==> config.mk <==
export PLATFORM = sky130hd
export DESIGN_NAME = sonar_serial_rx_flat
export DESIGN_NICKNAME = d
export VERILOG_FILES = /design/src/rtl/sonar_serial_pkg.sv /design/src/rtl/sonar_serial_rx_if.sv /design/src/rtl/rx_serial_7e1.sv /design/src/rtl/sonar_serial_rx.sv /design/src/flat_wrapper.sv
export SDC_FILE = /design/constraint.sdc
export NUM_CORES = 1
export LEC_CHECK = 0
export BUFFER_PORTS_ARGS = -buffer_cell sky130_fd_sc_hd__buf_2
export CAP_MARGIN = 5
export CORE_MARGIN = 2
export CORE_UTILIZATION = 45
export DETAILED_ROUTE_END_ITERATION = 10
export GPL_TIMING_DRIVEN = 0
export PLACE_DENSITY = 0.69
export RECOVER_POWER = 50
export SYNTH_ARGS = -nofsm -noshare
export SYNTH_HDL_FRONTEND = slang
export SYNTH_HIERARCHICAL = 1
export SYNTH_SLANG_ARGS = --single-unit
==> constraint.sdc <==
create_clock -name clock -period 2.95 [get_ports clock]
set_clock_uncertainty 0.1 [all_clocks]
set_input_delay 0.1475 -clock clock [delete_from_list [all_inputs] [get_ports clock]]
set_output_delay 0.1475 -clock clock [all_outputs]
set_load 0.05 [all_outputs]
==> src/rtl/sonar_serial_pkg.sv <==
// sonar_serial_pkg: ASCII constants, frame length and state encodings for the sonar serial receiver
package sonar_serial_pkg;
    localparam logic [6:0] ASCII_ZERO      = 7'h30;
    localparam logic [6:0] ASCII_NOVE      = 7'h39;
    localparam logic [6:0] ASCII_VIRGULA   = 7'h2C;
    localparam logic [6:0] ASCII_CERQUILHA = 7'h23;
    localparam int FRAME_LEN = 8;
    typedef enum logic [2:0] {RX_IDLE, RX_START, RX_DADOS, RX_PARIDADE, RX_STOP} rx_state_t;
    typedef enum logic [3:0] {P_ESPERA, P_A2, P_A1, P_A0, P_VIRG, P_D2, P_D1, P_D0, P_FIM} ps_state_t;
endpackage

==> src/rtl/sonar_serial_rx_if.sv <==
// sonar_serial_rx_if: serial line in, parsed angle/distance and status out
interface sonar_serial_rx_if;
    logic        entrada_serial;
    logic [11:0] angulo;
    logic [11:0] medida;
    logic        pronto;
    logic        erro_paridade;
    logic        erro_formato;
    logic [3:0]  db_estado;
    modport master (output entrada_serial, input angulo, medida, pronto, erro_paridade, erro_formato, db_estado);
    modport slave  (input entrada_serial, output angulo, medida, pronto, erro_paridade, erro_formato, db_estado);
endinterface

==> src/rtl/rx_serial_7e1.sv <==
// rx_serial_7e1: synchroniser, bit timer and 7E1 UART receiver FSM
module rx_serial_7e1 #(
    parameter int CLKS_PER_BIT = 434,
    parameter int N_CNT        = 9
) (
    input  logic       clock,
    input  logic       reset,
    input  logic       rx_i,
    output logic [6:0] char_o,
    output logic       byte_ok_o,
    output logic       parity_ok_o,
    output logic       stop_err_o
);
    import sonar_serial_pkg::*;
    localparam logic [N_CNT-1:0] HALF = N_CNT'(CLKS_PER_BIT / 2 - 1);
    localparam logic [N_CNT-1:0] LAST = N_CNT'(CLKS_PER_BIT - 1);
    rx_state_t        st_q, st_d;
    logic [N_CNT-1:0] cnt_q, cnt_d;
    logic [2:0]       idx_q, idx_d;
    logic [6:0]       dat_q, dat_d;
    logic             par_q, par_d;
    logic [1:0]       sync_q;
    logic             prev_q;
    logic             rx, fall, bit_end;
    assign rx          = sync_q[1];
    assign fall        = prev_q & ~rx;
    assign bit_end     = cnt_q == LAST;
    assign char_o      = dat_q;
    assign parity_ok_o = ~^{par_q, dat_q};
    // synchroniser and receiver state registers; line presets to idle-high
    always_ff @(posedge clock or negedge reset) begin
        if (!reset) begin
            sync_q <= 2'b11;
            prev_q <= 1'b1;
            st_q   <= RX_IDLE;
            cnt_q  <= '0;
            idx_q  <= '0;
            dat_q  <= '0;
            par_q  <= 1'b0;
        end else begin
            sync_q <= {sync_q[0], rx_i};
            prev_q <= rx;
            st_q   <= st_d;
            cnt_q  <= cnt_d;
            idx_q  <= idx_d;
            dat_q  <= dat_d;
            par_q  <= par_d;
        end
    end
    // next state: sample mid-start, then each bit one period later; back to IDLE at mid-stop
    always_comb begin
        st_d       = st_q;
        cnt_d      = cnt_q + 1'b1;
        idx_d      = idx_q;
        dat_d      = dat_q;
        par_d      = par_q;
        byte_ok_o  = 1'b0;
        stop_err_o = 1'b0;
        case (st_q)
            RX_IDLE: begin
                cnt_d = '0;
                idx_d = '0;
                st_d  = fall ? RX_START : RX_IDLE;
            end
            RX_START: if (cnt_q == HALF) begin
                cnt_d = '0;
                st_d  = rx ? RX_IDLE : RX_DADOS;
            end
            RX_DADOS: if (bit_end) begin
                cnt_d = '0;
                dat_d = {rx, dat_q[6:1]};
                idx_d = idx_q + 1'b1;
                st_d  = idx_q == 3'd6 ? RX_PARIDADE : RX_DADOS;
            end
            RX_PARIDADE: if (bit_end) begin
                cnt_d = '0;
                par_d = rx;
                st_d  = RX_STOP;
            end
            RX_STOP: if (bit_end) begin
                cnt_d      = '0;
                st_d       = RX_IDLE;
                byte_ok_o  = rx;
                stop_err_o = ~rx;
            end
            default: st_d = RX_IDLE;
        endcase
    end
endmodule

==> src/rtl/sonar_serial_rx.sv <==
// sonar_serial_rx: parses "AAA,DDD#" frames from a 7E1 UART into BCD angle/distance; SONAR_RX_PARITY_EN enables parity checking
module sonar_serial_rx #(
    parameter int CLKS_PER_BIT = 434,
    parameter int N_CNT        = 9
) (
    input logic         clock,
    input logic         reset,
    sonar_serial_rx_if.slave bus
);
    import sonar_serial_pkg::*;
    localparam int SH_W = (FRAME_LEN - 2) * 4;
    logic [6:0]      ch;
    logic            byte_ok, par_ok, stop_err, par_fail, dig, ok;
    ps_state_t       st_q, st_d;
    logic [SH_W-1:0] sh_q, sh_d;
    logic            bad_q, bad_d, pronto_q, pronto_d, ep_q, ep_d, ef_q, ef_d;
    logic [11:0]     ang_q, ang_d, med_q, med_d;
    rx_serial_7e1 #(.CLKS_PER_BIT(CLKS_PER_BIT), .N_CNT(N_CNT)) u_rx (
        .clock       (clock),
        .reset       (reset),
        .rx_i        (bus.entrada_serial),
        .char_o      (ch),
        .byte_ok_o   (byte_ok),
        .parity_ok_o (par_ok),
        .stop_err_o  (stop_err)
    );
`ifdef SONAR_RX_PARITY_EN
    assign par_fail = byte_ok & ~par_ok;
`else
    assign par_fail = 1'b0 & par_ok;
`endif
    assign dig               = ch >= ASCII_ZERO && ch <= ASCII_NOVE;
    assign bus.angulo        = ang_q;
    assign bus.medida        = med_q;
    assign bus.pronto        = pronto_q;
    assign bus.erro_paridade = ep_q;
    assign bus.erro_formato  = ef_q;
    assign bus.db_estado     = st_q;
    // parser state, digit shadow and output registers
    always_ff @(posedge clock or negedge reset) begin
        if (!reset) begin
            st_q     <= P_ESPERA;
            sh_q     <= '0;
            bad_q    <= 1'b0;
            ang_q    <= '0;
            med_q    <= '0;
            pronto_q <= 1'b0;
            ep_q     <= 1'b0;
            ef_q     <= 1'b0;
        end else begin
            st_q     <= st_d;
            sh_q     <= sh_d;
            bad_q    <= bad_d;
            ang_q    <= ang_d;
            med_q    <= med_d;
            pronto_q <= pronto_d;
            ep_q     <= ep_d;
            ef_q     <= ef_d;
        end
    end
    // digits shift into the shadow in arrival order, so a full frame leaves {A2,A1,A0,D2,D1,D0}
    always_comb begin
        st_d     = st_q;
        sh_d     = sh_q;
        bad_d    = bad_q | par_fail;
        ang_d    = ang_q;
        med_d    = med_q;
        pronto_d = 1'b0;
        ep_d     = ep_q | par_fail;
        ef_d     = ef_q;
        ok       = st_q == P_VIRG ? ch == ASCII_VIRGULA : st_q == P_FIM ? ch == ASCII_CERQUILHA : dig;
        if (stop_err) begin
            st_d  = P_ESPERA;
            bad_d = 1'b0;
            ef_d  = 1'b1;
        end else if (byte_ok) begin
            if (!ok) begin
                st_d  = P_ESPERA;
                bad_d = 1'b0;
                ef_d  = ef_q | (st_q != P_ESPERA);
            end else if (st_q == P_FIM) begin
                st_d  = P_ESPERA;
                bad_d = 1'b0;
                if (!(bad_q | par_fail)) begin
                    ang_d    = sh_q[23:12];
                    med_d    = sh_q[11:0];
                    pronto_d = 1'b1;
                    ep_d     = 1'b0;
                    ef_d     = 1'b0;
                end
            end else begin
                st_d = st_q == P_ESPERA ? P_A1 : ps_state_t'(st_q + 4'd1);
                sh_d = st_q == P_VIRG ? sh_q : {sh_q[SH_W-5:0], ch[3:0]};
                if (st_q == P_ESPERA) bad_d = par_fail;
            end
        end
    end
endmodule
==> src/flat_wrapper.sv <==
// flat-port wrapper written by rule: the top's interface ports become plain ports
module sonar_serial_rx_flat import sonar_serial_pkg::*;
#(
    parameter int CLKS_PER_BIT = 434,
    parameter int N_CNT        = 9
)
  (clock, reset, bus_entrada_serial, bus_angulo, bus_medida, bus_pronto, bus_erro_paridade, bus_erro_formato, bus_db_estado);
  sonar_serial_rx_if bus_i ();
  input logic clock;
  input logic reset;
  input wire logic [$bits(bus_i.entrada_serial)-1:0] bus_entrada_serial;
  output wire logic [$bits(bus_i.angulo)-1:0] bus_angulo;
  output wire logic [$bits(bus_i.medida)-1:0] bus_medida;
  output wire logic [$bits(bus_i.pronto)-1:0] bus_pronto;
  output wire logic [$bits(bus_i.erro_paridade)-1:0] bus_erro_paridade;
  output wire logic [$bits(bus_i.erro_formato)-1:0] bus_erro_formato;
  output wire logic [$bits(bus_i.db_estado)-1:0] bus_db_estado;
  assign bus_i.entrada_serial = bus_entrada_serial;
  assign bus_angulo = bus_i.angulo;
  assign bus_medida = bus_i.medida;
  assign bus_pronto = bus_i.pronto;
  assign bus_erro_paridade = bus_i.erro_paridade;
  assign bus_erro_formato = bus_i.erro_formato;
  assign bus_db_estado = bus_i.db_estado;
  sonar_serial_rx #(.CLKS_PER_BIT(CLKS_PER_BIT), .N_CNT(N_CNT)) u_core (.clock(clock), .reset(reset), .bus(bus_i));
endmodule
==> results of run 1 <==
power by group through the flow:
| stage | registers, mW | clock network [mW] | logic (mW) |
|---|---|---|---|
| detailed placement | 1.21 | 0 | 0.233 |
| global route | 1.19 | 1.03 | 0.294 |
| finish | 1.18 | 0.958 | 0.259 |
| global placement | 1.20 | 0 | 0.215 |
| CTS | 1.18 | 0.982 | 0.265 |
| floorplan | 1.19 | 0 | 0.163 |
final cells by class:
type	count	area [µm²]
plain buffers	8	72.6
clock buffers	10	128
clock inverters	6	116
fillers	595	3170
inverters	8	30.0
multi-input cells	167	1390
flip-flops and latches	79	1980
well taps	99	124
repair buffers	48	319
flip-flops by register name, indices dropped and copies added, names as in the netlist:
signal                   flops
u_core/u_rx/st_q             3
u_core/bus.db_estado         4
u_core/u_rx/prev_q           1
u_core/sh_q                 24
u_core/u_rx/sync_q           2
u_core/u_rx/idx_q            3
u_core/bus.pronto            1
u_core/bus.medida           12
u_core/u_rx/cnt_q            9
u_core/bus.angulo           12
u_core/bus.erro_formato      1
u_core/u_rx/char_o           7
how the worst min path moves through the flow:
stage	cells past startpoint	slack, ns	end	startpoint
after floorplan	0	-0.25	u_core/bus.angulo[0]	reset
after global placement	1	0.15	u_core/u_rx/sync_q[0]	bus_entrada_serial
after detailed placement	1	0.008	u_core/u_rx/cnt_q[2]	reset
after CTS	2	0.18	u_core/u_rx/cnt_q[2]	reset
after global routing	0	0.27	u_core/u_rx/sync_q[1]	u_core/u_rx/sync_q[0]
final	0	0.27	u_core/u_rx/sync_q[1]	u_core/u_rx/sync_q[0]
per-stage QoR:
step | hold slack [ns] | TNS [ns] | cell area (µm²) | instances
detailed placement | 0.00849 | -13.30 | 3760 | 395
finish | 0.265 | 0 | 4160 | 425
CTS | 0.176 | -0.000420 | 4140 | 422
global route | 0.267 | 0 | 4160 | 425
global placement | 0.155 | -11.27 | 3730 | 394
floorplan | -0.248 | 0 | 3450 | 263
timing repair:
action | 4_1_cts | 5_1_grt
setup buffers | 9 | 1
cloned | 1 | 2
pin swaps | 5 | 3
resized for setup | 9 | 6
hold buffers | 2 | 0
endpoints found under the hold margin | 30 | 0
setup endpoints to repair | 48 | 45
layer usage:
layer | vias up | part of all wire (%) | track usage [%]
li1 | 1047 | - | -
met1 | 1078 | 50 | 22.0
met2 | 31 | 46 | 23.3
met3 | 7 | 2.7 | 3.24
met4 | 0 | 1.7 | 7.95
met5 | - | 0 | 0
==> results by group, run 1 <==
Power
  – PwrDens: 577 nW/µm²
  – Cell Int Power: around 1.8 mW
  – Part of the power in combinational logic: between 10 and 15%
  – Sw Pwr: ~580 µW
  – Leakage: around 2 nW
  – Peak VDD IR: between 0.3 and 0.4 mV
  – Sequential Power Share: 49.2%
  – Total Power: roughly 2.4 mW
  – Clock network power share: around two fifths
  – Switching portion of total power: about 24%

CTS
  – Num CTS Buffers: 9
  – Root Buffer: clkbuf_8
  – Clk_lat worst skew: about 0.34 ns
  – Sink Count: 79
  – Clock-pin slew on the worst setup and hold paths: roughly 0.080 ns
  – CTS max path bufs: 2
  – Max H-tree Level: 3
  – CTS tree: built

Timing
  – Slew @ Worst Pin: 1.58 ns
  – Worst slew margin: -5.36%
  – Final WS setup: approximately 0.11 ns
  – Fin crit period: between 2 and 3 ns
  – Pins over their slew limit: 31
  – Hold Vio Cnt, Final: 0
  – Fin crit share: a little over nine tenths
  – Setup violators final: 0
  – Unrepaired setup endpoints after global routing: false
  – FMAX: roughly 350 MHz

Critical path
  – Reg2reg setup slack: between 0.1 and 0.15 ns
  – Critical Path Start: u_core/u_rx/cnt_q[1]
  – Reg-to-reg endpoint: u_core/bus.medida[6]
  – Worst path bufs/invs: 3
  – CP endpoint: u_core/bus.medida[6]
  – Crit path kind: reg2reg
  – Reg2reg path depth: 12
  – Most frequent cell on the critical path: buf_6
  – Startpoint types: flip-flop
  – Crit Path Max Fanout: 10
  – Cells along the critical path: inv_2 > ha_2 > and4bb_2 > and2_4 > nand2_1 > nor2_2 > or3b_4 > or2_4 > nor3_4 > buf_6 > buf_6 > mux2_2
  – Worst r2r src: u_core/u_rx/cnt_q[1]
  – Nature of the critical path endpoint: flip-flop
  – Max incr delay on CP: around 0.38 ns
  – Crit path depth: 12
  – WP data arrival: between 2 and 3 ns
  – CP Data Required Time: between 3 and 4 ns
  – Crit-path leading delay family: simple AND/OR/NAND/NOR gates
  – Slowest cell on crit path: or3b_4

Floorplanning
  – Row Count: 31
  – Die area: roughly 8400 µm²
  – Chip Width: roughly 92 µm
  – Ports placed on the boundary: 34
  – Initial core utilization: 47.1%
  – Die H: 91.6 µm
  – CORE AREA: around 7300 µm²

Placed design
  – DP HPWL: slightly above 4000 µm
  – PortBufs: 32
  – GP Congestion: between 0.8 and 0.9
  – Setup WS pre-CTS: -0.348 ns

Finish
  – Most frequent cells in the layout: dfrtp_1 (76), mux2_2 (55), buf_2 (21), nor2_1 (18), clkbuf_1 (15)
  – Layout cells sized above 1: 39.3%
  – Commonest non-fill, non-tap cell in the layout: dfrtp_1
  – Final Util: between 50% and 60%
  – Nets: approximately 330
  – Antenna diodes: 0
  – Area Overhead vs Synth: 20.5%

Routing
  – Routed Antenna Nets: 0
  – Drt via density: approximately 5
  – Vias: between 2000 and 2500
  – DR pass1 iterations: 4
  – WL/cell: between 10 and 15 µm
  – Remaining DRCs: 0
  – Drt total wl: about 6000 µm
  – Initial DRC count: 100

Yosys
  – Synth warn: 6
  – Synth Net Count: 273
  – Cells after Synth: between 200 and 300
  – Cell Area, Synth: 3450 µm²
  – Average size of a mapped cell: approximately 13 µm²

Flow run
  – Max_cap viols: 1

GRT
  – Vias in the first global route: ~2200
  – GRT Util Overall: 15.8%
  – Overflow after GRT: 0
  – Largest net degree at the start of global routing: 51
  – Initial antenna violation count: 0
  – First-pass GRT wire length: between 10000 and 15000 µm

Run status
  – Violated checks: capacitance limit, slew limit
  – Status: complete, but fails checks

Worst hold path
  – Hold WC Path Type: reg2reg
Power figures use the tool's default switching activity.
==> run 2, diff against run 1 <==
CORE_ASPECT_RATIO = 1.4   (was default)
SYNTH_HIERARCHICAL = default   (was 1)
==> results by group, run 2 <==
Yosys
  – Cells after Synth: 267 (was 263)
  – Area contributors post-synth: dfrtp_1 (54%), mux2_2 (11%), mux2_1 (6.1%)
  – Multiplexer share of the synthesized area: 17.6%
  – Synth warn: 0 (was 6)
  – Adder-Cell Fraction of Synth Area: under 10%
  – Largest family of logic cells by synthesized area: multiplexers
  – Cell Area, Synth: 3510 µm² (was 3450 µm²)
  – Post-synthesis simple-gate area fraction: between 10% and 20%
  – Unique masters post-synth: 53
  – Cell taking the most area after synthesis: dfrtp_1
  – Post-synth top area share: around 54%
  – Post-synthesis compound-gate area fraction: slightly below 8%
  – Commonest cells post-synth: dfrtp_1 (76), mux2_2 (35), mux2_1 (19)
  – Sequential fraction of the synthesis area: 56.5%
  – #FFs+latches synth: between 70 and 80
  – EDFF count, synth: 0
  – Commonest register cell after synthesis: dfrtp_1
  – Synth Net Count: 277 (was 273)
  – Count leader, synth: dfrtp_1
  – Xor-xnor portion of the synthesized cell area: 1.75%
  – Post-synth ARST share: 100%
  – Average size of a mapped cell: 13.1 µm² (about the same)

Flow run
  – Max_cap viols: 0 (was 1)

Finish
  – Layout cells sized above 1: 28.3% (was 39.3%)
  – Area Overhead vs Synth: 15.3% (was 20.5%)
  – Most frequent cells in the layout: dfrtp_1 (76), mux2_2 (35), buf_2 (24), mux2_1 (19), nor2_1 (18) (was dfrtp_1 (76), mux2_2 (55), buf_2 (21), nor2_1 (18), clkbuf_1 (15))
  – Commonest non-fill, non-tap cell in the layout: dfrtp_1 (unchanged)
  – Multi-input logic area: 1430 µm² (was 1390 µm²)
  – Fin cells: 418 (was 425)
  – Nets: 323 (was 331)
  – FF+latch area: 1980 µm² (unchanged)
  – Largest register FFs: 24 (unchanged)
  – Antenna diodes: 0 (unchanged)
  – Largest register by flop count: u_core.sh_q (was u_core/sh_q)
  – Filler cells: 665 (was 595)

Critical path
  – Crit path kind: reg2reg (unchanged)
  – Cells along the critical path: nand3b_1 > a2111oi_4 > a211oi_4 > nor3_4 > buf_6 > mux2_1 (was inv_2 > ha_2 > and4bb_2 > and2_4 > nand2_1 > nor2_2 > or3b_4 > or2_4 > nor3_4 > buf_6 > buf_6 > mux2_2)
  – Worst path bufs/invs: 1 (was 3)
  – Max incr delay on CP: 0.67 ns (was 0.38 ns)
  – WP data arrival: 2.74 ns (was 2.96 ns)
  – CP Data Required Time: 3.07 ns (was 3.08 ns)
  – Slowest cell on crit path: dfstp_1 (was or3b_4)
  – Crit Path Max Fanout: 10 (unchanged)
  – Nature of the critical path endpoint: flip-flop (unchanged)
  – Crit-path leading delay family: flip-flops (was simple AND/OR/NAND/NOR gates)
  – Startpoint types: flip-flop (unchanged)

GRT
  – Largest net degree at the start of global routing: 58 (was 51)
  – Vias in the first global route: 2186 (was 2167)
  – Overflow after GRT: 0 (unchanged)
  – First-pass GRT wire length: 10200 µm (was 10400 µm)
  – GRT Util Overall: 15.3% (was 15.8%)
  – Initial antenna violation count: 0 (unchanged)

CTS
  – Post-CTS Setup Bufs: 0 (was 9)
  – Clock-pin slew on the worst setup and hold paths: 0.08 ns (about the same)
  – CTS max path bufs: 2 (unchanged)
  – Sink Count: 79 (unchanged)
  – Clk_lat worst skew: 0.34 ns (about the same)
  – Max H-tree Level: 3 (unchanged)
  – Num CTS Buffers: 9 (unchanged)
  – CTS tree: built (unchanged)
  – Post-cts resize count: 0 (was 9)
  – Root Buffer: clkbuf_8 (unchanged)
  – Hold buffers post-CTS: 2 (unchanged)

Floorplanning
  – Chip Width: 78.6 µm (was 91.6 µm)
  – Initial core utilization: 45.8% (was 47.1%)
  – Row Count: 38 (was 31)
  – CORE AREA: 7650 µm² (was 7330 µm²)
  – Die area: 8520 µm² (was 8380 µm²)
  – Ports placed on the boundary: 34 (unchanged)
  – Die H: 108 µm (was 91.6 µm)

Timing
  – Setup TNS: 0 ns (unchanged)
  – FMAX: 382 MHz (was 353 MHz)
  – Hold Vio Cnt, Final: 0 (unchanged)
  – Fin crit share: 88.6% (was 96.1%)
  – Unrepaired setup endpoints after global routing: false (unchanged)
  – Setup violators final: 0 (unchanged)
  – Slew @ Worst Pin: 1.32 ns (was 1.58 ns)
  – Pins over their slew limit: 0 (was 31)
  – Fin crit period: 2.61 ns (was 2.84 ns)
  – Worst slew margin: 12.0% (was -5.36%)

Power
  – PwrDens: 572 nW/µm² (was 577 nW/µm²)
  – Peak VDD IR: 0.376 mV (was 0.330 mV)
  – Leakage: 2.00 nW (unchanged)
  – Total Power: 2.31 mW (was 2.40 mW)

Placed design
  – PortBufs: 32 (unchanged)
  – DP Cell Count: 400 (was 395)
  – GP Congestion: 0.760 (was 0.842)
  – DP HPWL: 4220 µm (was 4040 µm)

Routing
  – Vias: 2192 (was 2163)
  – Remaining DRCs: 0 (unchanged)
  – WL/cell: 14.0 µm (was 14.4 µm)
  – Routed Antenna Nets: 0 (unchanged)
  – Initial DRC count: 76 (was 100)
  – Drt via density: 5.24 (was 5.09)
  – DR pass1 iterations: 4 (unchanged)
  – Drt total wl: 5860 µm (was 6110 µm)

Worst hold path
  – Hold WC Path Type: reg2reg (unchanged)

Run status
  – Status: complete, no violations (was complete, but fails checks)
-- run 2: logic make-up (layout without fill, tap and decap cells) --
kind of cell	count (synthesis)	count (layout)
flip-flops	79	79
AND/OR/NAND/NOR	64	64
multiplexers	55	55
AO/OA/AOI/OAI	35	35
buffers and inverters	19	70
adder cells (fa/ha/maj)	7	7
XOR/XNOR	7	7
other	1	1
-- run 2: layer usage --
| metal | routed length, µm | global-route usage [%] | vias up |
|---|---|---|---|
| li1 | - | - | 1052 |
| met1 | 2510 | 17.6 | 1104 |
| met2 | 3110 | 27.4 | 28 |
| met3 | 171 | 3.17 | 8 |
| met4 | 67 | 6.39 | 0 |
| met5 | 0 | 0 | - |
-- run 2: layout make-up --
class	count	area share, %
Clock inverter	7	2.35
Timing Repair Buffer	35	4.74
Buffer	12	1.73
Clock buffer	9	3.07
Inverter	7	0.650
Multi-Input combinational cell	169	35.4
Sequential cell	79	49.0
Tap cell	100	3.10
-- run 2: where the power goes --
group / switching (mW) / internal, mW / leakage [nW]
Combinational: 0.132 / 0.0987 / 0.817
Sequential: 0.0618 / 1.14 / 1.08
Clock: 0.397 / 0.480 / 0.110
Total: 0.591 / 1.72 / 2.00
-- run 2: worst paths after layout --
check | startpoint | end | slack, ns | depth (start not counted)
max in group asynchronous | reset | u_core.u_rx.prev_q | 1.29 | 3
min in group asynchronous | reset | u_core.bus.db_estado[2] | 0.53 | 2
hold reg to reg | u_core.u_rx.sync_q[0] | u_core.u_rx.sync_q[1] | 0.27 | 0
setup reg to reg | u_core.u_rx.sync_q[1] | u_core.bus.angulo[9] | 0.34 | 6
hold / removal | u_core.u_rx.sync_q[0] | u_core.u_rx.sync_q[1] | 0.27 | 0
setup / recovery | u_core.u_rx.sync_q[1] | u_core.bus.angulo[9] | 0.34 | 6
-- run 2: worst register-to-register path: stages (launching register included) --
cell,delay (ns)
dfstp_1,0.67
nand3b_1,0.19
a2111oi_4,0.44
a211oi_4,0.09
nor3_4,0.43
buf_6,0.23
mux2_1,0.33
-- run 2: stage by stage --
stage | instance area [µm²] | setup WS, ns | util (%) | hold WS, ns
floorplan | 3510 | 0.328 | - | -0.248
global placement | 3790 | 0.367 | 49.5 | 0.154
detailed placement | 3820 | 0.326 | 49.9 | -0.0320
CTS | 4060 | 0.299 | 53.0 | 0.133
global route | 4040 | 0.125 | 52.8 | 0.277
finish | 4040 | 0.335 | 52.8 | 0.266
